[config.mk]
export PLATFORM = sky130hd
export DESIGN_NAME = alu_board_sequencer
export DESIGN_NICKNAME = d
export VERILOG_FILES = /design/src/rtl/alu_board_sequencer.sv
export SDC_FILE = /design/constraint.sdc
export NUM_CORES = 1
export LEC_CHECK = 0
export BUFFER_PORTS_ARGS = -buffer_cell sky130_fd_sc_hd__buf_2
export CAP_MARGIN = 20
export CELL_PAD_IN_SITES_DETAIL_PLACEMENT = 1
export CELL_PAD_IN_SITES_GLOBAL_PLACEMENT = 2
export CORE_UTILIZATION = 40
export DETAILED_ROUTE_END_ITERATION = 10
export PLACE_DENSITY_LB_ADDON = 0.1
export SLEW_MARGIN = 20
export SYNTH_ARGS = -nofsm -noshare
export SYNTH_HDL_FRONTEND = slang
export SYNTH_SLANG_ARGS = --single-unit
[constraint.sdc]
create_clock -name CLK -period 4.25 [get_ports CLK]
set_input_delay 0.2125 -clock CLK [delete_from_list [all_inputs] [get_ports CLK]]
set_output_delay 0.2125 -clock CLK [all_outputs]
set_load 0.01 [all_outputs]
[src/rtl/alu_board_sequencer.sv]
// Board-level ALU test sequencer: debounced keys, operand/op capture around an
// external combinational ALU, and a browsable ring buffer of recent results.
module alu_board_sequencer #(
  parameter int DATA_W        = 32,
  parameter int IN_W          = 16,
  parameter int HIST_DEPTH    = 8,
  parameter int DEB_CYCLES    = 65536,
  parameter int SETTLE_CYCLES = 2
) (
  input  logic                            CLK,
  input  logic                            nRST,
  input  logic [2:0]                      key_n,
  input  logic [IN_W-1:0]                 sw_data,
  input  logic                            sw_sext,
  input  logic [3:0]                      sw_op,
  input  logic [DATA_W-1:0]               alu_out,
  input  logic [2:0]                      alu_flags,
  output logic [DATA_W-1:0]               alu_a,
  output logic [DATA_W-1:0]               alu_b,
  output logic [3:0]                      alu_op,
  output logic [DATA_W-1:0]               disp_data,
  output logic [2:0]                      disp_flags,
  output logic [$clog2(HIST_DEPTH+1)-1:0] hist_count,
  output logic [$clog2(HIST_DEPTH)-1:0]   view_idx,
  output logic                            busy
);

  localparam int CNT_W = $clog2(HIST_DEPTH+1);
  localparam int IDX_W = $clog2(HIST_DEPTH);
  localparam int DEB_W = $clog2(DEB_CYCLES+1);
  localparam int STL_W = $clog2(SETTLE_CYCLES+1);

  typedef enum logic [1:0] {IDLE, SETTLE, CAPTURE} state_t;

  state_t state, state_nx;

  logic [2:0]       sync1, sync2, acc, pulse;
  logic [DEB_W-1:0] deb_cnt [3];

  logic [STL_W-1:0]  settle_cnt;
  logic [IDX_W-1:0]  wr_ptr, rd_ptr, next_view;
  logic [CNT_W-1:0]  view_inc;
  logic [DATA_W-1:0] ext;
  logic [DATA_W+2:0] hist [HIST_DEPTH];

  logic ld_p, ex_p, br_p;
  assign ld_p = pulse[0];
  assign ex_p = pulse[1];
  assign br_p = pulse[2];

  // Per-key synchronizer and debouncer; a press emits one registered pulse
  always_ff @(posedge CLK) begin
    if (!nRST) begin
      sync1 <= '1;
      sync2 <= '1;
      acc   <= '1;
      pulse <= '0;
      for (int unsigned k = 0; k < 3; k++) deb_cnt[k] <= '0;
    end else begin
      sync1 <= key_n;
      sync2 <= sync1;
      for (int unsigned k = 0; k < 3; k++) begin
        pulse[k] <= 1'b0;
        if (sync2[k] != acc[k]) begin
          if (deb_cnt[k] == DEB_W'(DEB_CYCLES-1)) begin
            acc[k]     <= sync2[k];
            deb_cnt[k] <= '0;
            pulse[k]   <= ~sync2[k];
          end else begin
            deb_cnt[k] <= deb_cnt[k] + DEB_W'(1);
          end
        end else begin
          deb_cnt[k] <= '0;
        end
      end
    end
  end

  // Operand extension, display read pointer and browse wrap computation
  always_comb begin
    ext       = {{(DATA_W-IN_W){sw_sext & sw_data[IN_W-1]}}, sw_data};
    rd_ptr    = wr_ptr - IDX_W'(1) - view_idx;
    view_inc  = CNT_W'(view_idx) + CNT_W'(1);
    next_view = (view_inc >= hist_count) ? '0 : view_inc[IDX_W-1:0];
  end

  // Sequencer state register
  always_ff @(posedge CLK) begin
    if (!nRST) state <= IDLE;
    else       state <= state_nx;
  end

  // Sequencer next-state and busy decode
  always_comb begin
    state_nx = state;
    busy     = 1'b0;
    case (state)
      IDLE:    if (ex_p) state_nx = SETTLE;
      SETTLE: begin
        busy = 1'b1;
        if (settle_cnt == STL_W'(SETTLE_CYCLES-1)) state_nx = CAPTURE;
      end
      CAPTURE: begin
        busy     = 1'b1;
        state_nx = IDLE;
      end
      default: state_nx = IDLE;
    endcase
  end

  // Operand registers, settle timer, history ring buffer and display register
  always_ff @(posedge CLK) begin
    if (!nRST) begin
      alu_a      <= '0;
      alu_b      <= '0;
      alu_op     <= '0;
      settle_cnt <= '0;
      wr_ptr     <= '0;
      hist_count <= '0;
      view_idx   <= '0;
      disp_data  <= '0;
      disp_flags <= '0;
      for (int unsigned i = 0; i < HIST_DEPTH; i++) hist[i] <= '0;
    end else begin
      if (hist_count == '0) {disp_data, disp_flags} <= '0;
      else                  {disp_data, disp_flags} <= hist[rd_ptr];

      case (state)
        IDLE: begin
          settle_cnt <= '0;
          // exec beats load beats browse; losers are simply dropped
          if (ex_p) begin
            alu_a  <= ext;
            alu_op <= sw_op;
          end else if (ld_p) begin
            alu_b <= ext;
          end else if (br_p && hist_count != '0) begin
            view_idx <= next_view;
          end
        end
        SETTLE: settle_cnt <= settle_cnt + STL_W'(1);
        CAPTURE: begin
          hist[wr_ptr] <= {alu_out, alu_flags};
          wr_ptr       <= wr_ptr + IDX_W'(1);
          if (hist_count != CNT_W'(HIST_DEPTH)) hist_count <= hist_count + CNT_W'(1);
          view_idx     <= '0;
        end
        default: ;
      endcase
    end
  end

endmodule

; Word level (Yosys, flattened, before mapping)
; Memory sizes are Yosys's and may differ from the RTL's. A register that Yosys moved wholly into a read port is not among the register bits.
; Index checks and enable logic that the tools add are counted.
[totals]
reg_bits = 64
mem_bits_rw = 331
wordCells = 137
n_memories = 2
[classes]
addsub = 9
n_lt_le_gt_ge = 1
eq_ne = 15
n_mux = 59
bitwise_logic = 15
reduce_logical = 20
[memory_table]
columns = memory, depth, word_bits, rd, rd_clocked_by_memory_dff, wr, line_no
row1 = hist, 8, 35, 1, 1, 8, 44  ; logic [DATA_W+2:0] hist [HIST_DEPTH];
row2 = deb_cnt, 3, 17, 3, 0, 3, 38  ; logic [DEB_W-1:0] deb_cnt [3];
[op_table]
columns = cell, n
row1 = $mux W17, 9
row2 = $add A17 B1 Y17 const B, 3
row3 = $eq A17 B16 Y1 const B, 3
row4 = $mux W1, 39
row5 = $mux W35, 1
row6 = $reduce_or A35 Y1, 1
row7 = $mux W3, 5
row8 = $reduce_and A2 Y1, 6
row9 = $reduce_and A3 Y1, 4
row10 = $ne A2 B2 Y1 const B, 5
row11 = $or A1 B1 Y1, 9
row12 = $pmux W2 S2, 2
row13 = $pmux W3 S2, 1
row14 = $not A1 Y1, 5
row15 = $add A3 B1 Y4 const B, 1
row16 = $add A4 B1 Y4 const B, 1
row17 = $eq A2 B1 Y1 const B, 2
row18 = $ge A4 B4 Y1, 1
row19 = $logic_not A4 Y1, 1
row20 = $mux W2, 2
row21 = $ne A4 B4 Y1 const B, 1
row22 = $reduce_and A4 Y1, 1
row23 = $reduce_bool A2 Y1, 2
row24 = $reduce_bool A4 Y1, 1
row25 = 10 further kinds, 13

; Longest topological paths before layout
[depth]
depth_word = 8
mapped_depth = 9
mapped_depth_nobuf = 8

; Worst setup path after synthesis
; No wires, ideal clock.
[synth_path]
path_kind = register to register
startpoint = register state[0]
endpoint = memory hist[4][0] (netlist name), enable pin
setup_time_ps = 476
arrival_ps = 3400
slack_ps = 374
path_stages_with_launch = 6
n_path_buf = 1
path_cell_list = dfxtp_1 inv_1 ha_1 buf_2 nand2_1 o21ai_0
[synth_rtl]
columns = item, line_no
row1 = from (decl), 35  ; state_t state, state_nx;
row2 = from (signal assigned), 90  ; else state <= state_nx;
row3 = to (decl), 44

; Worst setup path in the final report
[layout_path]
startpoint = register wr_ptr[1]
endpoint = register disp_data[25]
[layout_via]
elab_chain_cells = 2
[layout_lines]
columns = item, line_no
row1 = from (decl), 41  ; logic [IDX_W-1:0] wr_ptr, rd_ptr, next_view;
row2 = from (signal assigned), 144  ; wr_ptr <= wr_ptr + IDX_W'(1);
row3 = $sub A3 B1 Y3, 82  ; rd_ptr = wr_ptr - IDX_W'(1) - view_idx;
row4 = $sub A3 B3 Y3, 82
row5 = to (signal assigned), 126  ; else {disp_data, disp_flags} <= hist[rd_ptr];
row6 = to (decl), 21  ; output logic [DATA_W-1:0] disp_data,
; No other way between the ends.
; A chain may end at the register's enable or synchronous reset.

==> impl_metrics.yaml <==
clock_tree:
  path_clk_slew_ps: 60
  cts_tree: "built"
  clockRootBuffer: "clkbuf_16"
  clock_latency_ps: 580
  clk_path_buf_depth: 3
  htreeDepth: 2
  cts_sinks: 430
  cts_resized: 0
  numCtsBuffers: 48
global_routing:
  grt_pass1_vias: 12300
  grt-ovfl-total: 0
  grt.total_usage_pct: 20.4
  grt_max_degree: 69
  antenna_found_initial: 2
  grt_pass1_wl_um: 73100
hold_path:
  hold_depth: 2
  hold_start: "alu_out[4]"
  worstHoldPathType: "in2reg"
critical_path:
  cpPeakStageDelay_ps: 1160
  arrival_ps: 3290
  cp_slowest_cell: "fa_4"
  end_kind: "flop"
  crit_type: "reg2reg"
  r2r_start: "wr_ptr[1]$_SDFFE_PN0P_"
  cp.required_ps: 4680
  path_max_fanout: 44
  rr_worst_depth: 6
  cp-startpoint: "wr_ptr[1]$_SDFFE_PN0P_"
  start_kind: "flop"
  path_cells: "inv_1 > fa_4 > buf_12 > mux4_2 > nand2_1 > a21oi_1"
yosys:
  yosysUniqueCellTypes: 50
  yosysMostFrequentCell: "edfxtp_1"
  ys_seq_elements: 430
  yosysWarnings: 0
  synth_edf_count: 331
  avgSynthCellArea_um2: 13.3
  synth.top_cell.area_share_pct: 52.9
  yosysTopAreaCell: "edfxtp_1"
  syn_area_mm2: 0.0188
  synthArstFlopShare_pct: 0
  synth_common_cells: "edfxtp_1 (331), and2_1 (290), nand2_1 (171), dfxtp_1 (99), mux4_2 (70)"
  seq_area_frac_synth_pct: 63.4
  dominantRegCellSynth: "edfxtp_1"
  synthCells: 1416
  synthTopCellsByArea: "edfxtp_1 (53%), dfxtp_1 (11%), and2_1 (9.6%), mux4_2 (8.4%), nand2_1 (3.4%)"
status:
  status: "completed"
cells_and_area:
  stdcell_area_mm2: 0.0226
  drive_above_1_share_pct: 21.6
  layout.nets: 1753
  syn_to_final_growth_pct: 20.0
power_and_ir_drop:
  ir_drop_uv: 224
  p_per_area_mw_per_mm2: 395
  total_power_mw: 8.92
  p_leak_nw: 8.45
drt:
  firstDrtPassIters: 4
  ant_nets: 0
  vias: 11600
  avgViaCountPerCell: 5.02
  wire_per_inst_um: 20.6
  drc: 0
  finalWirelength_um: 47700
  first_iter_violations: 610
die:
  dieHeight_um: 219
  die_w_um: 219
  start_util_pct: 40.5
  io_pins: 172
  dieArea_mm2: 0.0479
  core_area_mm2: 0.0465
  num_rows: 79
timing:
  report.final.setup_viol: 0
  report.final.hold_viol_count: 0
  relSlewSlack_pct: 39.7
  fin_setup_tns_ps: 0
  rsz0062_at_grt: "no"
  tightest_slew_ps: 904
  fin_crit_sh_pct: 67.4
  clock_skew_ps: 20.0
  post-route-min-period_ps: 2870
  setup_ws_ps: 1380
  fmax_mhz: 349
  drv_slew: 0
placement:
  dpl_worst_slack_ps: 1360
  place_area_mm2: 0.0206
  hpwl_um: 28600
  place_congestion: 0.708
  io_buffers: 171
flow_run:
  max-cap-violations: 0
## routing by layer
layer  GRT usage [%]  share of wire [%]  wire, um
met2            34.6                 50     23700
met5               0              0.023        11
met4            5.23                1.9       895
met3            3.38                4.0      1910
met1            27.0                 45     21300
## flip-flops by register name, indices dropped and copies added, names as in the netlist, 3 cells and up
| signal | count |
|---|---|
| wr_ptr | 3 |
| alu_b | 17 |
| disp_data | 32 |
| sync2 | 3 |
| sync1 | 3 |
| alu_op | 4 |
| deb_cnt | 51 |
| view_idx | 3 |
| pulse | 3 |
| acc | 3 |
| alu_a | 17 |
| hist_count | 4 |
| hist | 280 |
| disp_flags | 3 |
## worst max-delay path, delay by kind of cell, from the launching register on
kind / cells / cell delay, ps
DFF: 1 / 510
AOI/OAI and AO/OA: 1 / 80
adders and majority gates: 1 / 1160
muxes: 1 / 340
and+or+nand+nor: 1 / 110
buffers and inverters: 2 / 490
## cell usage in the layout (no fill, tap or decap), types with 7 or more instances in the layout
| cell | netlist | layout |
|---|---|---|
| edfxtp_1 | 331 | 331 |
| and2_1 | 290 | 290 |
| buf_2 | 19 | 171 |
| nand2_1 | 171 | 170 |
| dfxtp_1 | 99 | 99 |
| mux4_2 | 70 | 70 |
| dlygate4sd3_1 | 0 | 55 |
| conb_1 | 1 | 51 |
| clkbuf_16 | 0 | 48 |
| a21oi_1 | 47 | 47 |
| nor2_1 | 50 | 44 |
| a21boi_0 | 41 | 41 |
| xnor2_1 | 26 | 26 |
| buf_4 | 30 | 24 |
| nand3_1 | 21 | 21 |
| inv_1 | 19 | 19 |
| ha_1 | 19 | 18 |
| clkbuf_1 | 52 | 17 |
| xor2_1 | 14 | 14 |
| nand4_1 | 12 | 12 |
| nand2b_1 | 11 | 9 |
| nor2b_1 | 9 | 9 |
| o21ai_0 | 15 | 9 |
| clkinv_2 | 0 | 9 |
| nor4_1 | 8 | 8 |
| nor3_1 | 7 | 7 |
| or3_1 | 7 | 7 |
| clkbuf_8 | 0 | 7 |
| buf_12 | 0 | 7 |
## path summary, 6_finish.rpt
check	slack, ps	to
worst min-delay path	20	hist[0][7]$_SDFFCE_PN0P_
worst max register to register	1380	disp_data[25]$_SDFF_PP0_
worst min register to register	410	sync2[1]$_SDFF_PN1_
worst max-delay path	1380	disp_data[25]$_SDFF_PP0_
## cell families after synthesis
family	synth area share (%)
buffers and inverters	3.12
other	0.0199
adder cells (fa/ha/maj)	1.37
multiplexers	8.65
AO/OA/AOI/OAI	3.63
XOR/XNOR	2.12
flip-flops	63.4
AND/OR/NAND/NOR	17.7
## cell type report
cell class	instances	area, um^2
well taps	607	759
flip-flops and latches	430	11900
clock buffers	72	1360
diodes	1	2.50
multi-input cells	916	6640
repair buffers	257	1730
clock inverters	17	92.6
fillers	4759	23900
inverters	19	71.3
## power by group
| group | leakage, nW | internal [mW] | switching [mW] |
|---|---|---|---|
| registers | 4.04 | 4.66 | 0.0558 |
| logic | 3.69 | 0.146 | 0.178 |
| clock network | 0.718 | 2.21 | 1.67 |
## through the flow
step / cells / hold slack, ps / util, %
after floorplan: 1466 / 314 / -
after detailed placement: 2174 / 402 / 44.3
after CTS: 2318 / 2.51 / 48.6
after global routing: 2319 / 14.5 / 48.6
final: 2319 / 23.2 / 48.6
after global placement: 2174 / 395 / 44.3
## repair_timing
| item | 4_1_cts | 5_1_grt |
|---|---|---|
| endpoints found under the hold margin | 237 | 0 |
| hold buffers | 55 | 0 |
| endpoints found under the setup margin | 0 | 0 |
| buffers inserted | 0 | 0 |
No activity file was read; power rests on OpenSTA's default activity.
